$ cat config.mk
export PLATFORM = sky130hd
export DESIGN_NAME = cam_capture
export DESIGN_NICKNAME = d
export VERILOG_FILES = /design/src/rtl/cam_capture.sv
export SDC_FILE = /design/constraint.sdc
export NUM_CORES = 1
export LEC_CHECK = 0
export CAP_MARGIN = 20
export CORE_ASPECT_RATIO = 1.2
export CORE_MARGIN = 5
export CORE_UTILIZATION = 57
export DETAILED_ROUTE_END_ITERATION = 16
export PLACE_DENSITY = 0.84
export SLEW_MARGIN = 20
export SYNTH_ARGS = -nofsm -noshare
export SYNTH_HDL_FRONTEND = slang
export SYNTH_SLANG_ARGS = --single-unit
$ cat constraint.sdc
create_clock -name clk50 -period 7.05 [get_ports clk50]
set_clock_uncertainty 0.15 [all_clocks]
set_input_delay 1.41 -clock clk50 [delete_from_list [all_inputs] [get_ports clk50]]
set_output_delay 1.41 -clock clk50 [all_outputs]
set_load 0.05 [all_outputs]
$ cat src/rtl/cam_capture.sv
// cam_capture
// Captures an RGB565 byte stream from a parallel camera, decimates it by
// 2^DEC_SH in both directions, converts each kept pixel to RGB332 and writes
// it to a row-major frame buffer of OUT_W x OUT_H pixels.
//
// Ports
//   clk50       system clock, rising edge
//   rst_n       asynchronous active-low reset
//   cam_pclk    camera pixel clock, asynchronous, oversampled as data
//   cam_href    camera line valid
//   cam_vsync   camera frame sync (high between frames)
//   cam_data    camera byte, RGB565 high byte first
//   capture_en  level request for continuous capture
//   wr_addr     frame buffer address, y*OUT_W+x
//   wr_data     RGB332 pixel {R[2:0],G[2:0],B[1:0]}
//   wr_en       one-cycle write strobe
//   frame_done  one-cycle pulse when a frame ends
//   busy        high while waiting for or capturing a frame
module cam_capture #(
  parameter int OUT_W  = 160,
  parameter int OUT_H  = 120,
  parameter int DEC_SH = 2
) (
  input  logic        clk50,
  input  logic        rst_n,
  input  logic        cam_pclk,
  input  logic        cam_href,
  input  logic        cam_vsync,
  input  logic [7:0]  cam_data,
  input  logic        capture_en,
  output logic [14:0] wr_addr,
  output logic [7:0]  wr_data,
  output logic        wr_en,
  output logic        frame_done,
  output logic        busy
);

  localparam logic [14:0] LAST_ADDR = 15'(OUT_W * OUT_H - 1);

  typedef enum logic [1:0] {IDLE, WAIT_SOF, CAPTURE} state_t;

  // Synchronizer chains; data takes the same two-register path so it stays
  // aligned with the synchronized pclk edge.
  logic       pclk_s1_q, pclk_s2_q, pclk_prev_q;
  logic       href_s1_q, href_s2_q, href_prev_q;
  logic       vsync_s1_q, vsync_s2_q, vsync_prev_q;
  logic [7:0] data_s1_q, data_s2_q;

  state_t      state_q, state_d;
  logic        phase_q, phase_d;
  logic [7:0]  hi_q, hi_d;
  logic [15:0] sx_q, sx_d;
  logic [15:0] sy_q, sy_d;
  logic [14:0] addr_q, addr_d;
  logic        full_q, full_d;
  logic [7:0]  wr_data_q, wr_data_d;
  logic        wr_en_q, wr_en_d;
  logic        frame_done_q, frame_done_d;
  logic        busy_q, busy_d;

  logic pclk_rise, byte_valid, href_fall, vsync_fall, vsync_rise;
  logic keep_pixel, full_now;

  assign pclk_rise  = pclk_s2_q & ~pclk_prev_q;
  assign byte_valid = pclk_rise & href_s2_q;
  assign href_fall  = href_prev_q & ~href_s2_q;
  assign vsync_fall = vsync_prev_q & ~vsync_s2_q;
  assign vsync_rise = vsync_s2_q & ~vsync_prev_q;

  assign keep_pixel = (sx_q[DEC_SH-1:0] == '0) && (sy_q[DEC_SH-1:0] == '0);
  // Also covers the cycle in which the last address is being written, so a
  // following pixel can never slip past the end of the buffer.
  assign full_now   = full_q | (wr_en_q && (addr_q == LAST_ADDR));

  always_comb begin
    state_d      = state_q;
    phase_d      = phase_q;
    hi_d         = hi_q;
    sx_d         = sx_q;
    sy_d         = sy_q;
    addr_d       = addr_q;
    full_d       = full_q;
    wr_data_d    = wr_data_q;
    wr_en_d      = 1'b0;
    frame_done_d = 1'b0;

    // Address moves on the cycle after a write; it sticks at the last
    // location once that has been written.
    if (wr_en_q) begin
      if (addr_q == LAST_ADDR) full_d = 1'b1;
      else                     addr_d = addr_q + 15'd1;
    end

    case (state_q)
      IDLE: begin
        if (capture_en && vsync_s2_q) state_d = WAIT_SOF;
      end
      WAIT_SOF: begin
        if (vsync_fall) begin
          state_d = CAPTURE;
          phase_d = 1'b0;
          sx_d    = '0;
          sy_d    = '0;
          addr_d  = '0;
          full_d  = 1'b0;
        end
      end
      CAPTURE: begin
        if (vsync_rise) begin
          state_d      = capture_en ? WAIT_SOF : IDLE;
          frame_done_d = 1'b1;
        end else if (href_fall) begin
          // A pending high byte from an odd-length line is simply dropped.
          sx_d    = '0;
          phase_d = 1'b0;
          sy_d    = sy_q + 16'd1;
        end else if (byte_valid) begin
          if (!phase_q) begin
            hi_d    = data_s2_q;
            phase_d = 1'b1;
          end else begin
            phase_d = 1'b0;
            sx_d    = sx_q + 16'd1;
            if (keep_pixel && !full_now) begin
              wr_en_d   = 1'b1;
              wr_data_d = {hi_q[7:5], hi_q[2:0], data_s2_q[4:3]};
            end
          end
        end
      end
      default: state_d = IDLE;
    endcase

    busy_d = (state_d != IDLE);
  end

  always_ff @(posedge clk50 or negedge rst_n) begin
    if (!rst_n) begin
      pclk_s1_q    <= 1'b0;
      pclk_s2_q    <= 1'b0;
      pclk_prev_q  <= 1'b0;
      href_s1_q    <= 1'b0;
      href_s2_q    <= 1'b0;
      href_prev_q  <= 1'b0;
      vsync_s1_q   <= 1'b0;
      vsync_s2_q   <= 1'b0;
      vsync_prev_q <= 1'b0;
      data_s1_q    <= '0;
      data_s2_q    <= '0;
      state_q      <= IDLE;
      phase_q      <= 1'b0;
      hi_q         <= '0;
      sx_q         <= '0;
      sy_q         <= '0;
      addr_q       <= '0;
      full_q       <= 1'b0;
      wr_data_q    <= '0;
      wr_en_q      <= 1'b0;
      frame_done_q <= 1'b0;
      busy_q       <= 1'b0;
    end else begin
      pclk_s1_q    <= cam_pclk;
      pclk_s2_q    <= pclk_s1_q;
      pclk_prev_q  <= pclk_s2_q;
      href_s1_q    <= cam_href;
      href_s2_q    <= href_s1_q;
      href_prev_q  <= href_s2_q;
      vsync_s1_q   <= cam_vsync;
      vsync_s2_q   <= vsync_s1_q;
      vsync_prev_q <= vsync_s2_q;
      data_s1_q    <= cam_data;
      data_s2_q    <= data_s1_q;
      state_q      <= state_d;
      phase_q      <= phase_d;
      hi_q         <= hi_d;
      sx_q         <= sx_d;
      sy_q         <= sy_d;
      addr_q       <= addr_d;
      full_q       <= full_d;
      wr_data_q    <= wr_data_d;
      wr_en_q      <= wr_en_d;
      frame_done_q <= frame_done_d;
      busy_q       <= busy_d;
    end
  end

  assign wr_addr    = addr_q;
  assign wr_data    = wr_data_q;
  assign wr_en      = wr_en_q;
  assign frame_done = frame_done_q;
  assign busy       = busy_q;

endmodule

After elaboration in Yosys (flattened, before gate mapping) --
Cells that the tools add are included.
Storage, ports and cells: word-level logic and storage cells 97, input port bits 14, bits in registers 95, output and inout bits 26
Operators by class: multiplexer cells 36, eq/ne operators 8, $add $sub $neg 3, bitwise logic cells 13, reductions and logical operators 15
Operators with widths (count):
- $mux 16 | 7
- $pmux 16 s2 | 2
- $mux 15 | 4
- $add 16x1->16 const B | 2
- $mux 1 | 18
- $add 15x1->15 const B | 1
- $eq 15x15->1 const B | 1
- $reduce_and 5->1 | 2
- $reduce_and 4->1 | 2
- $not 1->1 | 7
- $logic_not 2->1 | 3
- $mux 2 | 3
- $ne 2x2->1 const B | 3
- $ne 3x3->1 const B | 2
- $pmux 2 s3 | 1
- $reduce_and 6->1 | 1
- $and 1x1->1 | 5
- $logic_and 1x1->1 | 4
- $reduce_bool 2->1 | 2
- $eq 2x1->1 const B | 1
- $eq 2x2->1 const B | 1
- $pmux 1 s2 | 1
- $logic_not 1->1 | 1
- $or 1x1->1 | 1

Depth between registers and ports, before layout --
Gate-level depths: netlist of the first run.
word-level depth 11, gate-level depth with buffers 7, mapped depth without buffers 5

Worst setup path after synthesis of the first run --
Ideal clock, no wire load.
kind register to register, start reg addr_q[0], in the netlist wr_addr[0], end reg wr_data_q[0], in the netlist wr_data[0], buffers on the path 2, arrival time 2252 ps, setup time 125 ps, slack 4523 ps, stages on the path, launching flop included 8, data required time 6775 ps, clock period less this slack 2527 ps, path through dfrtp_1 > ha_1 > and4_1 > clkbuf_1 > and2_2 > a2111o_1 > buf_6 > mux2_4
On the way: word-level cells in the longest chain between the ends 6
Ends and longest elaborated chain:
- from (decl) | line 54 | logic [14:0] addr_q, addr_d;
- from (signal assigned) | line 178 | addr_q <= addr_d;
- $eq 15x15->1 | line 73 | assign full_now = full_q | (wr_en_q && (addr_q == LAST_ADDR));
- $logic_and 1x1->1 | line 73
- $or 1x1->1 | line 73
- $logic_not 1->1 | line 124 | if (keep_pixel && !full_now) begin
- $logic_and 1x1->1 | line 124
- $reduce_and 6->1 (no source line)
- to (signal assigned) | line 180 | wr_data_q <= wr_data_d;
- to (decl) | line 56 | logic [7:0] wr_data_q, wr_data_d;
No other way between the ends. A chain may end at the register's enable or synchronous reset.

Final worst setup path of the first run --
start reg wr_en_q, in the netlist wr_en, end out wr_en
RTL lines:
- from (decl) | line 57 | logic wr_en_q, wr_en_d;
- from (signal assigned) | line 181 | wr_en_q <= wr_en_d;
- to (decl) | line 33 | output logic wr_en,
No word-level cell between the ends.

==> flow_summary.yaml, run 1 <==
logic_synthesis:
  yosys-mux-area-fraction_pct: 7.67
  synth-xor-area-share_pct: 1.02
  synthAdderAreaFrac_pct: 1.46
  synth_nets: 221
  synth_compound_area_share_pct: 8.59
  synth_top_family_by_area: "simple AND/OR/NAND/NOR gates"
  yosysWarnings: 0
  yosysSeqAreaShare_pct: 63.1
  synth_area_mm2: 0.00258
  synth_cell_types: 42
  synth_area_per_cell_um2: 12.6
  synthCells: 204
  ys_ff_latch: 65
  synthSimpleGateAreaFrac_pct: 15.2
floorplan:
  rows: 26
  start_util_pct: 59.6
  die_width_um: 71.4
  core_mm2: 0.00433
  die_y_um: 83.7
  dieArea_mm2: 0.00597
  ios: 40
pwr:
  powerDensity_mw_per_mm2: 263
  netSwitchingFraction_pct: 23.2
  p_int_uw: 652
  power_leakage_uw: 0.00147
  switchingPower_uw: 197
  seqPwrFrac_pct: 49.0
  total_power_uw: 850
  power_frac_clock_pct: 41.7
  ir_drop_mv: 0.158
  p_comb_share_pct: 9.3
worst_hold_path:
  hold_class: "flop to flop"
  hp-start: "pclk_s1_q$_DFF_PN0_"
worst_setup_path:
  r2r-start: "wr_addr[0]$_DFF_PN0_"
  cp_cell_sequence: "clkdlybuf4s50_1"
  cp-startpoint: "wr_en$_DFF_PN0_"
  worst_path_dominant_cell_family: "buffers and inverters"
  crit_type: "flop to primary output"
  cp_num_cells: 1
  endpoint: "wr_en"
  crit_fanout: 11
  r2r_end: "wr_data[3]$_DFFE_PN0P_"
  critical_path_required_ns: 5.49
  r2r_slack_ns: 4.53
  r2r_cells: 5
  worstPathArrival_ns: 1.73
  end_kind: "primary output"
  critPathMaxStageDelay_ns: 0.87
  cp_slowest_cell: "clkdlybuf4s50_1"
  crit_path_start_kind: "flop"
  timing.critical_path.buf_inv: 1
cells_and_area:
  fin_nets: 265
  layout_commonest_cell: "dfrtp_1"
  insertedDiodeCount: 0
  final_area_mm2: 0.00323
  final_cell_mix: "dfrtp_1, clkdlybuf4s50_1, o21ai_0"
  syn_to_final_growth_pct: 25.5
  drive_above_1_share_pct: 16.3
cts:
  clk_pin_slew_ns: 0.07
  cts_setup_buffers: 0
  clock_sinks: 65
  clk_latency_ns: 0.34
  cts-root-buf: "clkbuf_8"
  post_cts_resized: 0
  cts_tree: "yes"
  cts_buffers: 9
  ctsHoldBuffers: 0
  cts_max_path_buffers: 2
  htree_num_levels: 3
detailed_routing:
  avgViaCountPerCell: 5.65
  wirelength_mm: 4.83
  drtIter0Drc: 102
  drc: 0
  wl_per_cell_um: 15.7
  num_vias: 1740
  drtPass1Iterations: 6
  drtAntennaViolNets: 0
sta:
  setup_viol: 0
  hold_slack_ns: 0.199
  rsz0062_at_grt: "no"
  timing.fmax_ghz: 0.303
  fin_crit_ns: 3.29
  worst_slack_ns: 3.76
  maxSlewViolCount: 0
  setup-tns-final_ns: 0
  hold_violations: 0
  relSlewSlack_pct: 48.4
  fin_crit_sh_pct: 46.7
  worst_pin_slew_ns: 0.774
grt:
  grt_pass1_vias: 1792
  grt_antenna_before_repair: 0
  grt_overflow: 0
  grt_pass1_wl_mm: 8.20
  grt_max_degree: 66
  grt_usage_pct: 18.0
placed_design:
  io_buffer_count: 39
  dp.final_hpwl_mm: 3.03
  gp_congestion: 0.800
  dpl_cell_area_mm2: 0.00301
  preCtsSetupSlack_ns: 4.12
flow_run:
  maxCapViolations: 0
outcome:
  status: "completed"
==> flip-flops by register name (all words and copies together) (netlist names), 2 cells and up <==
signal / count
wr_data: 8
state_q: 2
wr_addr: 15
hi_q: 6
sy_q: 2
data_s2_q: 8
data_s1_q: 8
sx_q: 2
==> area by class of cell <==
class                           instances  area (µm²)
Fill cell                             283        1090
Inverter                               11        41.3
Clock buffer                           11         151
Multi-Input combinational cell        121         876
Clock inverter                          4        76.3
Timing Repair Buffer                   40         393
Sequential cell                        65        1630
Tap cell                               56        70.1
==> logic make-up after synthesis <==
| kind of cell | count (synthesis) |
|---|---|
| flip-flops | 65 |
| multiplexers | 15 |
| XOR/XNOR | 3 |
| AND/OR/NAND/NOR | 63 |
| adder cells (fa/ha/maj) | 3 |
| AO/OA/AOI/OAI | 37 |
| buffers and inverters | 18 |
==> synthesized netlist by cell type <==
| cell type | count | area, µm² |
|---|---|---|
| a21oi_1 | 11 | 55.1 |
| and3_1 | 3 | 18.8 |
| mux2_4 | 8 | 120 |
| o2bb2ai_1 | 1 | 8.76 |
| and2b_2 | 2 | 17.5 |
| nand2b_1 | 1 | 6.26 |
| nor4bb_1 | 1 | 10.0 |
| and2_1 | 2 | 12.5 |
| and2_2 | 2 | 15.0 |
| a311oi_1 | 1 | 8.76 |
| nor3_1 | 2 | 10.0 |
| o21ai_0 | 13 | 65.1 |
| buf_6 | 1 | 11.3 |
| nor2_1 | 10 | 37.5 |
| o31ai_1 | 2 | 15.0 |
| nand3_1 | 6 | 30.0 |
| clkbuf_1 | 6 | 22.5 |
| a221oi_1 | 1 | 8.76 |
| and4bb_2 | 1 | 12.5 |
| or2_2 | 1 | 6.26 |
| dfrtp_1 | 65 | 1630 |
| and4_1 | 4 | 35.0 |
| mux2_2 | 6 | 67.6 |
| a21o_1 | 1 | 7.51 |
| and4_2 | 1 | 10.0 |
| nand2_1 | 6 | 22.5 |
| o211ai_1 | 2 | 15.0 |
| inv_1 | 11 | 41.3 |
| nand3b_1 | 2 | 15.0 |
| a2111o_1 | 1 | 11.3 |
| nor2b_2 | 1 | 8.76 |
| or4_1 | 2 | 15.0 |
| or4_4 | 1 | 11.3 |
| or3_1 | 7 | 43.8 |
| mux2i_1 | 1 | 10.0 |
| nand2b_2 | 1 | 8.76 |
| a211oi_1 | 1 | 7.51 |
| a31oi_1 | 3 | 18.8 |
| xor2_1 | 3 | 26.3 |
| nor3b_1 | 2 | 15.0 |
| ha_1 | 3 | 37.5 |
| nand4_1 | 5 | 31.3 |
==> layer usage <==
metal  wire length (µm)  up-vias  GRT usage, %  share of wire [%]
met4                 91        0          9.06                1.9
met5                  0        -             0                  0
met3                239        9          6.02                4.9
met2               2390       48          28.3                 49
li1                   -      816             -                  -
met1               2110      867          22.0                 44
==> worst min path at each step <==
stage	endpoint	slack, ns	cells after the start
detailed placement	pclk_s2_q$_DFF_PN0_	0.18	0
global route	data_s2_q[6]$_DFF_PN0_	0.21	0
floorplan	data_s2_q[0]$_DFF_PN0_	0.18	0
global placement	data_s2_q[3]$_DFF_PN0_	0.18	0
CTS	pclk_s2_q$_DFF_PN0_	0.20	0
finish	pclk_s2_q$_DFF_PN0_	0.20	0
==> through the flow <==
stage | std cells | utilization, %
floorplan | 204 | -
global placement | 293 | 69.5
detailed placement | 293 | 69.5
CTS | 308 | 74.8
global route | 308 | 74.8
finish | 308 | 74.8
==> power by group through the flow <==
stage               Sequential [µW]  Combinational (µW)  Clock (µW)
CTS                             416                80.7         360
detailed placement              422                79.9           0
global placement                421                77.2           0
finish                          417                79.2         354
floorplan                       431                38.5           0
global route                    419                86.7         376
(Power assumes the default switching activity.)
==> run 2, diff against run 1 <==
CORE_UTILIZATION = 53   (was 57)
PLACE_DENSITY = 0.79   (was 0.84)
clock period = 3.4 ns   (was 7.05 ns; I/O delays follow)
==> flow_summary.yaml, run 2 (synthesis gave the netlist of run 1 again) <==
cts:
  cts_buffers: 9
  clk_latency_ns: 0.34
  ctsHoldBuffers: 0
  htree_num_levels: 3
  clock_sinks: 65
  cts_setup_buffers: 0
  cts_tree: "yes"
  cts-root-buf: "clkbuf_8"
  clk_pin_slew_ns: 0.07
  cts_max_path_buffers: 2
  post_cts_resized: 0
flow_run:
  maxCapViolations: 0
cells_and_area:
  multi_input_comb_area_um2: 876
  fill_cells: 345
  final_cell_mix: "dfrtp_1, clkdlybuf4s50_1, o21ai_0"
  insertedDiodeCount: 0
  drive_above_1_share_pct: 15.9
  fin_nets: 265
  seqCellArea_mm2: 0.00163
  syn_to_final_growth_pct: 23.9
  layout_commonest_cell: "dfrtp_1"
  largest_reg_flops: 15
floorplan:
  die_width_um: 73.7
  rows: 27
  die_y_um: 86.4
  core_mm2: 0.00466
  start_util_pct: 55.3
  dieArea_mm2: 0.00636
  ios: 40
worst_setup_path:
  worst_path_dominant_cell_family: "buffers and inverters"
  worstPathArrival_ns: 1.73
  critical_path_required_ns: 2.57
  critPathMaxStageDelay_ns: 0.87
  timing.critical_path.buf_inv: 1
  crit_type: "flop to primary output"
  cp_slowest_cell: "clkdlybuf4s50_1"
  crit_fanout: 11
  crit_path_start_kind: "flop"
  end_kind: "primary output"
  cp_cell_sequence: "clkdlybuf4s50_1"
sta:
  hold_violations: 0
  setup_viol: 0
  hold_slack_ns: 0.201
  setup-tns-final_ns: 0
  maxSlewViolCount: 0
  timing.fmax_ghz: 0.391
  worst_slack_ns: 0.843
  relSlewSlack_pct: 47.4
  fin_crit_sh_pct: 75.2
  fin_crit_ns: 2.56
  worst_pin_slew_ns: 0.788
  rsz0062_at_grt: "no"
detailed_routing:
  drtAntennaViolNets: 0
  drtIter0Drc: 99
  drc: 0
  wl_per_cell_um: 15.8
  wirelength_mm: 4.90
  avgViaCountPerCell: 5.63
  num_vias: 1744
  drtPass1Iterations: 5
placed_design:
  gp_congestion: 0.814
  io_buffer_count: 39
  dp.final_hpwl_mm: 3.28
  preCtsSetupSlack_ns: 0.932
pwr:
  ir_drop_mv: 0.320
  power_leakage_uw: 0.00144
  powerDensity_mw_per_mm2: 516
worst_hold_path:
  hold_class: "flop to flop"
grt:
  grt_pass1_wl_mm: 8.27
  grt_pass1_vias: 1781
  grt_overflow: 0
  grt_antenna_before_repair: 0
  grt_usage_pct: 17.4
  grt_max_degree: 66
outcome:
  status: "completed"
## run 2: changes by cell type in the layout (fill, tap and decap cells not counted), sizes merged
cell      delta
bufinv       -1
clkbuf       -1
clkinvlp     +2
## run 2: metal layers
metal  track usage [%]  vias to the layer above  part of all wire, %
met5                 0                        -                    0
met4              6.75                        0                  1.4
met3              6.50                        9                  5.1
met2              27.0                       42                   51
met1              21.9                      874                   43
li1                  -                      819                    -
## run 2: area by class of cell
class | instances | share of cell area (%)
clock inverters | 5 | 1.80
clock buffers | 10 | 4.00
flip-flops and latches | 65 | 50.9
repair buffers | 40 | 12.3
inverters | 11 | 1.29
multi-input cells | 121 | 27.4
well taps | 58 | 2.27
## run 2: path summary, 6_finish.rpt
path / depth (start not counted) / start / slack, ns / endpoint
setup / recovery: 1 / wr_en$_DFF_PN0_ / 0.84 / wr_en
hold / removal: 0 / data_s1_q[4]$_DFF_PN0_ / 0.20 / data_s2_q[4]$_DFF_PN0_
setup reg to reg: 4 / vsync_s2_q$_DFF_PN0_ / 0.94 / wr_data[0]$_DFFE_PN0P_
hold reg to reg: 0 / data_s1_q[4]$_DFF_PN0_ / 0.20 / data_s2_q[4]$_DFF_PN0_
max in group asynchronous: 2 / rst_n / 2.23 / vsync_prev_q$_DFF_PN0_
min in group asynchronous: 2 / rst_n / 0.35 / hi_q[6]$_DFFE_PN0P_
## run 2: metrics by stage
step	power, µW	util (%)	cell area, µm²	cells
after floorplan	973	-	2580	204
after global placement	1030	64.5	3010	295
after detailed placement	1040	64.5	3010	295
after CTS	1660	68.5	3190	310
after global routing	1730	68.5	3190	310
final	1650	68.5	3190	310
## run 2: power breakdown
group	internal, µW	leakage, µW	switching, µW
logic	74.8	0.000513	89.2
clock network	333	0.0000844	289
registers	828	0.000841	33.5
==> run 3, diff against run 2 <==
clock period = 2.4 ns   (was 3.4 ns; I/O delays follow)
==> flow_summary.yaml, run 3 (synthesis gave the netlist of run 1 again) <==
cts:
  cts_tree: "yes"
  clk_latency_ns: 0.34
  clk_pin_slew_ns: 0.07
  clock_sinks: 65
  htree_num_levels: 3
  cts_max_path_buffers: 2
  cts-root-buf: "clkbuf_8"
  cts_buffers: 9
floorplan:
  rows: 27
  die_y_um: 86.4
  start_util_pct: 55.3
  ios: 40
  dieArea_mm2: 0.00636
  core_mm2: 0.00466
  die_width_um: 73.7
sta:
  maxSlewViolCount: 0
  timing.fmax_ghz: 0.433
  setup_viol: 0
  relSlewSlack_pct: 65.7
  hold_violations: 0
  rsz0062_at_grt: "no"
  fin_crit_sh_pct: 96.3
  worst_pin_slew_ns: 0.514
  fin_crit_ns: 2.31
  setup-tns-final_ns: 0
  worst_slack_ns: 0.0889
grt:
  met2_usage_pct: 25.4
  grt_antenna_before_repair: 0
  use_met1_pct: 24.3
  globalRouteMet3Util_pct: 5.22
  grt_max_degree: 66
  grt_pass1_wl_mm: 8.60
  grt_usage_pct: 17.8
  globalRoute.busiestLayer: "met2"
  grt_pass1_vias: 1850
  grt_overflow: 0
worst_setup_path:
  crit_path_start_kind: "flop"
  r2r_end: "wr_data[3]$_DFFE_PN0P_"
  worstPathArrival_ns: 1.68
  r2r_cells: 5
  cp_cell_sequence: "clkdlybuf4s50_1"
  cp_slowest_cell: "clkdlybuf4s50_1"
  critPathMaxStageDelay_ns: 0.86
  end_kind: "primary output"
  crit_type: "flop to primary output"
  crit_fanout: 8
  r2r-start: "state_q[0]$_DFF_PN0_"
  r2r_slack_ns: 0.10
  timing.critical_path.buf_inv: 1
  worst_path_dominant_cell_family: "buffers and inverters"
  critical_path_required_ns: 1.77
  cp-startpoint: "wr_addr[8]$_DFF_PN0_"
pwr:
  p_int_uw: 1700
  p_comb_share_pct: 11.0
  power_frac_clock_pct: 36.1
  ir_drop_mv: 0.523
  seqPwrFrac_pct: 52.9
  switchingPower_uw: 601
  powerDensity_mw_per_mm2: 705
  total_power_uw: 2300
  netSwitchingFraction_pct: 26.1
  power_leakage_uw: 0.00148
cells_and_area:
  largest_reg_flops: 15
  drive_above_1_share_pct: 19.3
  final_cell_mix: "dfrtp_1, clkdlybuf4s50_1, o21ai_0"
  multi_input_comb_area_um2: 878
  insertedDiodeCount: 0
  fin_nets: 271
  layout_commonest_cell: "dfrtp_1"
  syn_to_final_growth_pct: 26.5
  fill_cells: 332
  instances_no_fill: 317
  seqCellArea_mm2: 0.00163
detailed_routing:
  drc: 0
  avgViaCountPerCell: 5.44
  wirelength_mm: 4.80
  wl_per_cell_um: 15.1
  drtIter0Drc: 139
  drtPass1Iterations: 4
  drtAntennaViolNets: 0
  num_vias: 1724
flow_run:
  maxCapViolations: 0
placed_design:
  post-place-cells: 300
  preCtsSetupSlack_ns: 0.108
  dp.final_hpwl_mm: 3.23
  gp_congestion: 0.773
  io_buffer_count: 39
worst_hold_path:
  hp-start: "pclk_s1_q$_DFF_PN0_"
  hold_class: "flop to flop"
  holdPathEnd: "pclk_s2_q$_DFF_PN0_"
  whs_path_depth: 0
outcome:
  status: "completed"
==> run 3: changes by cell type in the layout (fill, tap and decap cells not counted), moves of 3 or more <==
| cell | change |
|---|---|
| dfrtp_2 | +3 |
| buf_4 | +4 |
| dfrtp_1 | -3 |
| clkinv_4 | +3 |
==> run 3: worst max-delay path by stage <==
stage                              to  slack (ns)  cells after the start
2_1_floorplan  wr_data[0]$_DFFE_PN0P_        0.02                      7
3_3_place_gp   wr_data[6]$_DFFE_PN0P_        0.16                      5
3_5_place_dp   wr_data[6]$_DFFE_PN0P_        0.11                      5
4_1_cts                         wr_en        0.01                      1
5_1_grt        wr_data[6]$_DFFE_PN0P_        0.03                      5
6_report                   wr_addr[8]        0.09                      1
==> run 3: repair_timing <==
item / 4_1_cts / 5_1_grt
endpoints found under the hold margin: 12 / 0
endpoints found under the setup margin: 0 / 7
hold buffers: 1 / 0
setup buffers: 0 / 0
resized for setup: 0 / 2
==> run 3: power groups by stage <==
stage,clock [µW],combinational (µW),sequential [µW]
finish,831,252,1220
global route,899,283,1230
CTS,845,256,1220
global placement,0,247,1230
detailed placement,0,253,1240
floorplan,0,113,1260
==> run 3: layer usage <==
metal | wire length, µm | vias up
li1 | - | 837
met5 | 0 | -
met4 | 127 | 0
met1 | 2230 | 835
met2 | 2210 | 39
met3 | 227 | 13
==> run 3: stage by stage <==
stage	utilization (%)	hold slack (ns)	area (µm²)
6_report	69.9	0.200	3260
5_1_grt	69.9	0.206	3260
4_1_cts	69.9	0.201	3260
3_5_place_dp	65.7	0.185	3060
3_3_place_gp	65.7	0.184	3060
2_1_floorplan	-	0.0344	2580
==> run 3: final cells by class <==
| class | count | area share [%] |
|---|---|---|
| Sequential cell | 65 | 50.0 |
| Multi-Input combinational cell | 121 | 26.9 |
| Timing Repair Buffer | 46 | 14.0 |
| Clock buffer | 11 | 4.34 |
| Tap cell | 58 | 2.23 |
| Clock inverter | 5 | 1.27 |
| Inverter | 11 | 1.27 |
